File: src/rtl/pipe_hazard_ctrl.sv
// pipe_hazard_ctrl: stall/flush sequencer for the 5-stage pipeline.
// It resolves memory-miss, branch, load-use and jump hazards, owns the
// data-memory request/ready handshake and halts the pipeline on a memory timeout.
// Optional build macro HAZARD_PERF_EN adds the stall/flush performance counters.
// Without that macro, stall_cycles and flush_count are constant zero.
module pipe_hazard_ctrl #(
  parameter int MEM_TIMEOUT = 16,
  parameter int CNT_W       = 8
) (
  input  logic        CLK,
  input  logic        Reset,
  input  logic [4:0]  ID_rs,
  input  logic [4:0]  ID_rt,
  input  logic        ID_useRs,
  input  logic        ID_useRt,
  input  logic        EXE_MemRead,
  input  logic [4:0]  EXE_writeSrc,
  input  logic        MEM_MemRead,
  input  logic        MEM_MemWrite,
  input  logic        branch_taken,
  input  logic        jump,
  input  logic        dmem_ready,
  output logic        PC_write,
  output logic        IF_ID_write,
  output logic        IF_ID_flush,
  output logic        ID_EXE_bubble,
  output logic        ID_EXE_write,
  output logic        EXE_MEM_write,
  output logic        MEM_WB_bubble,
  output logic        dmem_req,
  output logic        halted,
  output logic [31:0] stall_cycles,
  output logic [15:0] flush_count
);

  typedef enum logic [1:0] {RUN, MEM_WAIT, HALT} state_t;

  state_t           r_state;
  logic [CNT_W-1:0] r_cnt;

  logic w_mem_acc;
  logic w_load_use;
  logic w_freeze;

  assign w_mem_acc  = MEM_MemRead | MEM_MemWrite;
  assign w_load_use = EXE_MemRead && (EXE_writeSrc != 5'd0) &&
                      ((ID_useRs && (ID_rs == EXE_writeSrc)) ||
                       (ID_useRt && (ID_rt == EXE_writeSrc)));
  // A new miss freezes in RUN; once waiting, only dmem_ready releases the freeze.
  assign w_freeze   = (r_state == MEM_WAIT) ? !dmem_ready : (w_mem_acc && !dmem_ready);
  assign halted     = (r_state == HALT);

  // Mealy control outputs: reset forcing first, then HALT, freeze, and hazard priority.
  always_comb begin
    PC_write      = 1'b1;
    IF_ID_write   = 1'b1;
    IF_ID_flush   = 1'b0;
    ID_EXE_bubble = 1'b0;
    ID_EXE_write  = 1'b1;
    EXE_MEM_write = 1'b1;
    MEM_WB_bubble = 1'b0;
    dmem_req      = 1'b0;
    if (Reset) begin
      if (r_state == HALT) begin
        PC_write      = 1'b0;
        IF_ID_write   = 1'b0;
        ID_EXE_write  = 1'b0;
        EXE_MEM_write = 1'b0;
        MEM_WB_bubble = 1'b1;
      end else begin
        dmem_req = w_mem_acc;
        if (w_freeze) begin
          // Frozen stages hold any branch/jump/load-use and re-present it after release.
          PC_write      = 1'b0;
          IF_ID_write   = 1'b0;
          ID_EXE_write  = 1'b0;
          EXE_MEM_write = 1'b0;
          MEM_WB_bubble = 1'b1;
        end else if (branch_taken) begin
          IF_ID_flush   = 1'b1;
          ID_EXE_bubble = 1'b1;
        end else if (w_load_use) begin
          // Jump stays in held ID and is flushed on the following cycle.
          PC_write      = 1'b0;
          IF_ID_write   = 1'b0;
          ID_EXE_bubble = 1'b1;
        end else if (jump) begin
          IF_ID_flush = 1'b1;
        end
      end
    end
  end

  // State and wait counter: RUN -> MEM_WAIT on miss, MEM_WAIT -> RUN or HALT.
  always_ff @(posedge CLK) begin
    if (!Reset) begin
      r_state <= RUN;
      r_cnt   <= '0;
    end else begin
      case (r_state)
        RUN: begin
          if (w_freeze) begin
            r_state <= MEM_WAIT;
            r_cnt   <= CNT_W'(1);
          end
        end
        MEM_WAIT: begin
          if (dmem_ready) begin
            r_state <= RUN;
            r_cnt   <= '0;
          end else if (r_cnt == CNT_W'(MEM_TIMEOUT - 1)) begin
            r_state <= HALT;
            r_cnt   <= '0;
          end else begin
            r_cnt <= r_cnt + CNT_W'(1);
          end
        end
        HALT: begin
          r_state <= HALT;
        end
        default: begin
          r_state <= RUN;
          r_cnt   <= '0;
        end
      endcase
    end
  end

`ifdef HAZARD_PERF_EN
  logic [31:0] r_stall_cycles;
  logic [15:0] r_flush_count;

  // Performance counters: saturating stall count, wrapping flush count.
  always_ff @(posedge CLK) begin
    if (!Reset) begin
      r_stall_cycles <= '0;
      r_flush_count  <= '0;
    end else begin
      if (!PC_write && (r_state != HALT) && (r_stall_cycles != '1))
        r_stall_cycles <= r_stall_cycles + 32'd1;
      if (IF_ID_flush)
        r_flush_count <= r_flush_count + 16'd1;
    end
  end

  assign stall_cycles = r_stall_cycles;
  assign flush_count  = r_flush_count;
`else
  assign stall_cycles = 32'd0;
  assign flush_count  = 16'd0;
`endif

endmodule

File: config.mk
export PLATFORM = sky130hd
export DESIGN_NAME = pipe_hazard_ctrl
export DESIGN_NICKNAME = d
export VERILOG_FILES = /design/src/rtl/pipe_hazard_ctrl.sv
export SDC_FILE = /design/constraint.sdc
export NUM_CORES = 1
export LEC_CHECK = 0
export CAP_MARGIN = 20
export CORE_ASPECT_RATIO = 0.75
export CORE_MARGIN = 5
export CORE_UTILIZATION = 37
export DETAILED_ROUTE_END_ITERATION = 16
export GPL_TIMING_DRIVEN = 0
export PLACE_DENSITY_LB_ADDON = 0.2
export SYNTH_ARGS = -nofsm -noshare
export SYNTH_HDL_FRONTEND = slang
export SYNTH_SLANG_ARGS = --single-unit
File: constraint.sdc
create_clock -name CLK -period 2.7 [get_ports CLK]
set_input_delay 0.54 -clock CLK [delete_from_list [all_inputs] [get_ports CLK]]
set_output_delay 0.54 -clock CLK [all_outputs]
set_load 0.005 [all_outputs]
---- Word-level counts from Yosys, hierarchy flattened ----
Index checks and enable logic that the tools add are counted.
cells by class
  $add $sub $neg .......................... 1
  $mul .................................... 0
  divide/modulo/power cells ............... 0
  $lt $le $gt $ge ......................... 0
  equal/unequal tests ..................... 7
  shift operators ......................... 0
  mux-type cells .......................... 33
  bitwise gates (word level) .............. 2
  reductions and logical operators ........ 11
operators with widths
  kind                 number
  $mux 1               25
  $mux 8               3
  $pmux 8 s3           1
  $eq 5x5->1           2
  $add 8x1->8 const B  1
  $eq 8x4->1 const B   1
  $mux 2               3
  $pmux 2 s3           1
  $logic_and 1x1->1    5
  $reduce_bool 5->1    1
  $reduce_and 2->1     2
  $ne 3x2->1 const B   1
  $eq 2x1->1 const B   1
  $eq 2x2->1 const B   1
  $logic_not 2->1      1
  $ne 2x2->1 const B   1
  $logic_not 1->1      1
  $logic_or 1x1->1     1
  $not 1->1            1
  $or 1x1->1           1
word-level totals
  flip-flop bits (word level) ............. 10
  bits in latches ......................... 0
  RAM bits ................................ 0
  memory bits (read-only) ................. 0
  bits of input ports ..................... 25
  output and inout port bits .............. 57
  logic and storage cells ................. 56
  memories ................................ 0

---- Logic depth before layout (Yosys ltp) ----
  depth after elaboration ................. 9
  gate-level depth with buffers ........... 5
  depth with buffers taken out ............ 5

---- Worst setup path after synthesis ----
Ideal clock, no wire load.
  path kind ............................... input to output
  start point ............................. input port EXE_writeSrc[1]
  end point ............................... output port PC_write
  data arrival time ....................... 1.661 ns
  path slack .............................. 0.499 ns
  stages on the path ...................... 4
  cell sequence ........................... or4_1 -> o21a_1 -> a41oi_1 -> buf_4
between the ends
  word-level cells in the longest chain between the ends .. 9
  elaborated cells on any way between the ends .. 13
  those cells by class .................... 2 x eq/ne; 5 x mux; 6 x reduce/logical
RTL lines
  what                                  RTL line  text
  from (decl)                           17        input logic [4:0] EXE_writeSrc,
  $eq 5x5->1 (on tied branches)         47, 48
  $logic_and 1x1->1 (on tied branches)  47, 48
  $logic_or 1x1->1                      47        ((ID_useRs && (ID_rs == EXE_writeSrc)) ||
  $logic_and 1x1->1 *                   46        assign w_load_use = EXE_MemRead && (EXE_writeSrc != 5'd0) &&
  $mux 1 * (5 in series)                --
  to (decl)                             23        output logic PC_write,
Mark *: on every way between the ends. The rest lies on a longest branch, timed or not.

---- Worst setup path after layout ----
  start point ............................. input port EXE_writeSrc[1]
  end point ............................... output port PC_write
between the ends
  word-level cells in the longest chain between the ends .. 9
  elaborated cells on any way between the ends .. 13
  those cells by class .................... 2 x eq/ne; 5 x mux; 6 x reduce/logical
RTL lines
  what                                  RTL line  text
  $eq 5x5->1 (on tied branches)         47, 48
  $logic_and 1x1->1 (on tied branches)  47, 48
  $logic_or 1x1->1                      47
  $logic_and 1x1->1 *                   46
  $mux 1 *                              82        end else if (w_load_use) begin
  $mux 1 *                              79        end else if (branch_taken) begin
  $mux 1 *                              72        if (w_freeze) begin
  $mux 1 *                              64        if (r_state == HALT) begin
  $mux 1 *                              63        if (Reset) begin
Marks and branches as above.

==> results.md <==
* Final Non-Filler Cells at 264
* CTS H-tree depth at 1
* Initial Util at 38.1%
* Final HPWL DP at 2.30 mm
* Ys flop type: dfxtp_1
* Fin Hold WS at 0.472 ns
* Fillers at 282
* Share of cells above drive strength 1 at 30.5%
* WP data arrival at 2.11 ns
* Nets at 254
* Worst min-delay path class: flop to flop
* Largest net degree at the start of global routing at 11
* Fmax at 0.378 GHz
* Worst-path cell chain: dlygate4sd2_1 -> or4_1 -> o21a_1 -> buf_4 -> a41oi_2 -> buf_4 -> buf_4
* Drt drc at 0
* Seq/Total Area, Yosys at 18.2%
* Num CTS Buffers at 3
* Antenna violations before repair at 0
* Most common cell after layout, fill and taps aside: buf_4
* Clk root buf: clkbuf_8
* GRT Overall Usage at 12.3%
* CP max stage delay at 0.54 ns
* Tot Pwr at 511 µW
* CTS tree: yes
* Worst EP required at 2.16 ns
* RSZ-0062 raised after global routing: no
* Initial DRT Pass Iterations at 4
* Die footprint at 0.00418 mm²
* Core Area at 0.00289 mm²
* Fraction of registers with async set or reset after synthesis at 0%
* Final hold vios at 0
* Yosys warnings at 0
* Skew-Pair Late Insertion Delay at 0.24 ns
* Routed WL per cell at 10.1 µm
* GR Overflow Total at 0
* Final Cycle Share at 98.1%
* Setup ws final at 0.0524 ns
* Number of global-route vias before repair at 936
* Min-Delay Path Depth at 2
* Worst-path clk slew at 0.04 ns
* Worst VDD drop at 0.145 mV
* Worst path depth at 7
* ANT nets after route at 0
* Num Clock Sinks at 10
* Routability cong. at 0.773
* Row Count at 17
* Iter 0 DRT Violations at 55
* Cells on worst reg2reg path at 4
* Critical path type: input port to output port
* Die width at 73.0 µm
* Max cap viols at 0
* Tmin final at 2.65 ns
* Crit-path most repeated cell: buf_4
* Worst-path maximum fanout at 3
* Syn avg cell area at 7.86 µm²
* Kind of start point of the critical path: input port
* Post-Place Worst Slack at -0.529 ns
* Antenna Cells at 0
* Post-synthesis cell count at 140
* Commonest cells after routing, fill and taps aside: buf_4 (55), conb_1 (48), clkdlybuf4s50_1 (23), xnor2_1 (10), dfxtp_1 (10)
* CP Capture Type: output port
* Slew Limit Fails at 0
* EDFF count, synth at 0
* Area growth, synth to finish at 57.5%
* CTS Hold Buffers Added at 0
* Static Leak at 0.843 nW
* Distinct cells, synth at 38
* Die height at 57.2 µm
* Final setup violation count at 0
* Largest delay share family, worst path: buffers and inverters
* Vias at 1052
* Status: completed
* Pwr dens at 294 mW/mm²
* Buffers on Ports at 33
* Via-to-Cell Ratio at 3.98
* Crit path buf inv count at 4
* Slowest-stage cell, CP: or4_1
* WL final at 2.67 mm
* # IOs at 82
* Core Util, Final at 59.9%
* Cell Area, Synth at 0.00110 mm²
* Synthesis-stage register bit count at 10
* Dpl cells at 258
* First-pass GRT wire length at 4.09 mm
* Clk_skew at 0.00238 ns
* Clock Path Buffers at 2
-- layout make-up --
cell class | instances | area (µm²) | area share, %
plain buffers | 51 | 387 | 22.3
clock buffers | 3 | 41.3 | 2.38
inverters | 6 | 22.5 | 1.30
multi-input cells | 120 | 701 | 40.4
flip-flops and latches | 10 | 200 | 11.5
well taps | 38 | 47.5 | 2.74
repair buffers | 36 | 335 | 19.3
-- registers in the layout (all words and copies together) (netlist names) --
signal and flops:
r_state 2, r_cnt 8
-- cell families (layout without fill, tap and decap cells) --
family                   count (synthesis)  after routing  share of synthesized area (%)
AND/OR/NAND/NOR                         33             33                           17.6
other                                    1             48                          0.341
flip-flops                              10             10                           18.2
AO/OA/AOI/OAI                           27             27                           16.7
XOR/XNOR                                10             10                           7.95
buffers and inverters                   57             96                           37.2
multiplexers                             1              1                          0.909
adder cells (fa/ha/maj)                  1              1                           1.14
-- final timing paths --
check | from | endpoint | slack, ns
setup / recovery | EXE_writeSrc[1] | PC_write | 0.05
hold / removal | r_cnt[7] | r_cnt[7] | 0.47
setup reg to reg | r_cnt[4] | r_cnt[1] | 1.09
hold reg to reg | r_cnt[7] | r_cnt[7] | 0.47
-- where the power goes --
group	leakage [nW]	switching [mW]	internal, mW
combinational	0.740	0.0799	0.121
clock	0.0216	0.0547	0.0973
sequential	0.0811	0.00490	0.153
-- metrics by stage --
| stage | instance area, µm² | setup TNS [ns] |
|---|---|---|
| floorplan | 1280 | 0 |
| global placement | 1660 | -2.05 |
| global route | 1730 | 0 |
| detailed placement | 1660 | -2.03 |
| finish | 1730 | 0 |
| CTS | 1720 | 0 |
-- worst reg2reg max path, stage by stage, from the launching register on --
cell and delay [ns]:
dfxtp_1 0.35, or4b_1 0.52, o31a_1 0.33, o21ai_4 0.22, nor2_1 0.08
-- routing by layer --
| metal | up-vias | global-route usage (%) | routed length (µm) |
|---|---|---|---|
| met2 | 58 | 19.4 | 1240 |
| met4 | 0 | 4.74 | 51 |
| met5 | - | 0 | 0 |
| met3 | 6 | 3.70 | 264 |
| met1 | 426 | 15.8 | 1120 |
| li1 | 562 | - | - |
-- cells in the mapped netlist, types with 2 or more instances --
| library cell | count | area share [%] |
|---|---|---|
| a21oi_1 | 9 | 4.1 |
| inv_1 | 6 | 2.0 |
| nand4_1 | 4 | 2.3 |
| o31ai_1 | 3 | 2.0 |
| dfxtp_1 | 10 | 18 |
| nor2_1 | 5 | 1.7 |
| xnor2_1 | 10 | 8.0 |
| nand3_1 | 3 | 1.4 |
| or4_1 | 3 | 2.0 |
| buf_4 | 50 | 34 |
| nand2_1 | 6 | 2.0 |
| nor2b_1 | 2 | 1.1 |
| a31oi_1 | 2 | 1.1 |
| o21ai_0 | 3 | 1.4 |
-- timing repair --
item / 4_1_cts / 5_1_grt
resized for setup: 16 / 5
pin swaps: 3 / 5
setup endpoints to repair: 7 / 5
buffers inserted: 1 / 2
No activity file was read; power rests on OpenSTA's default activity.
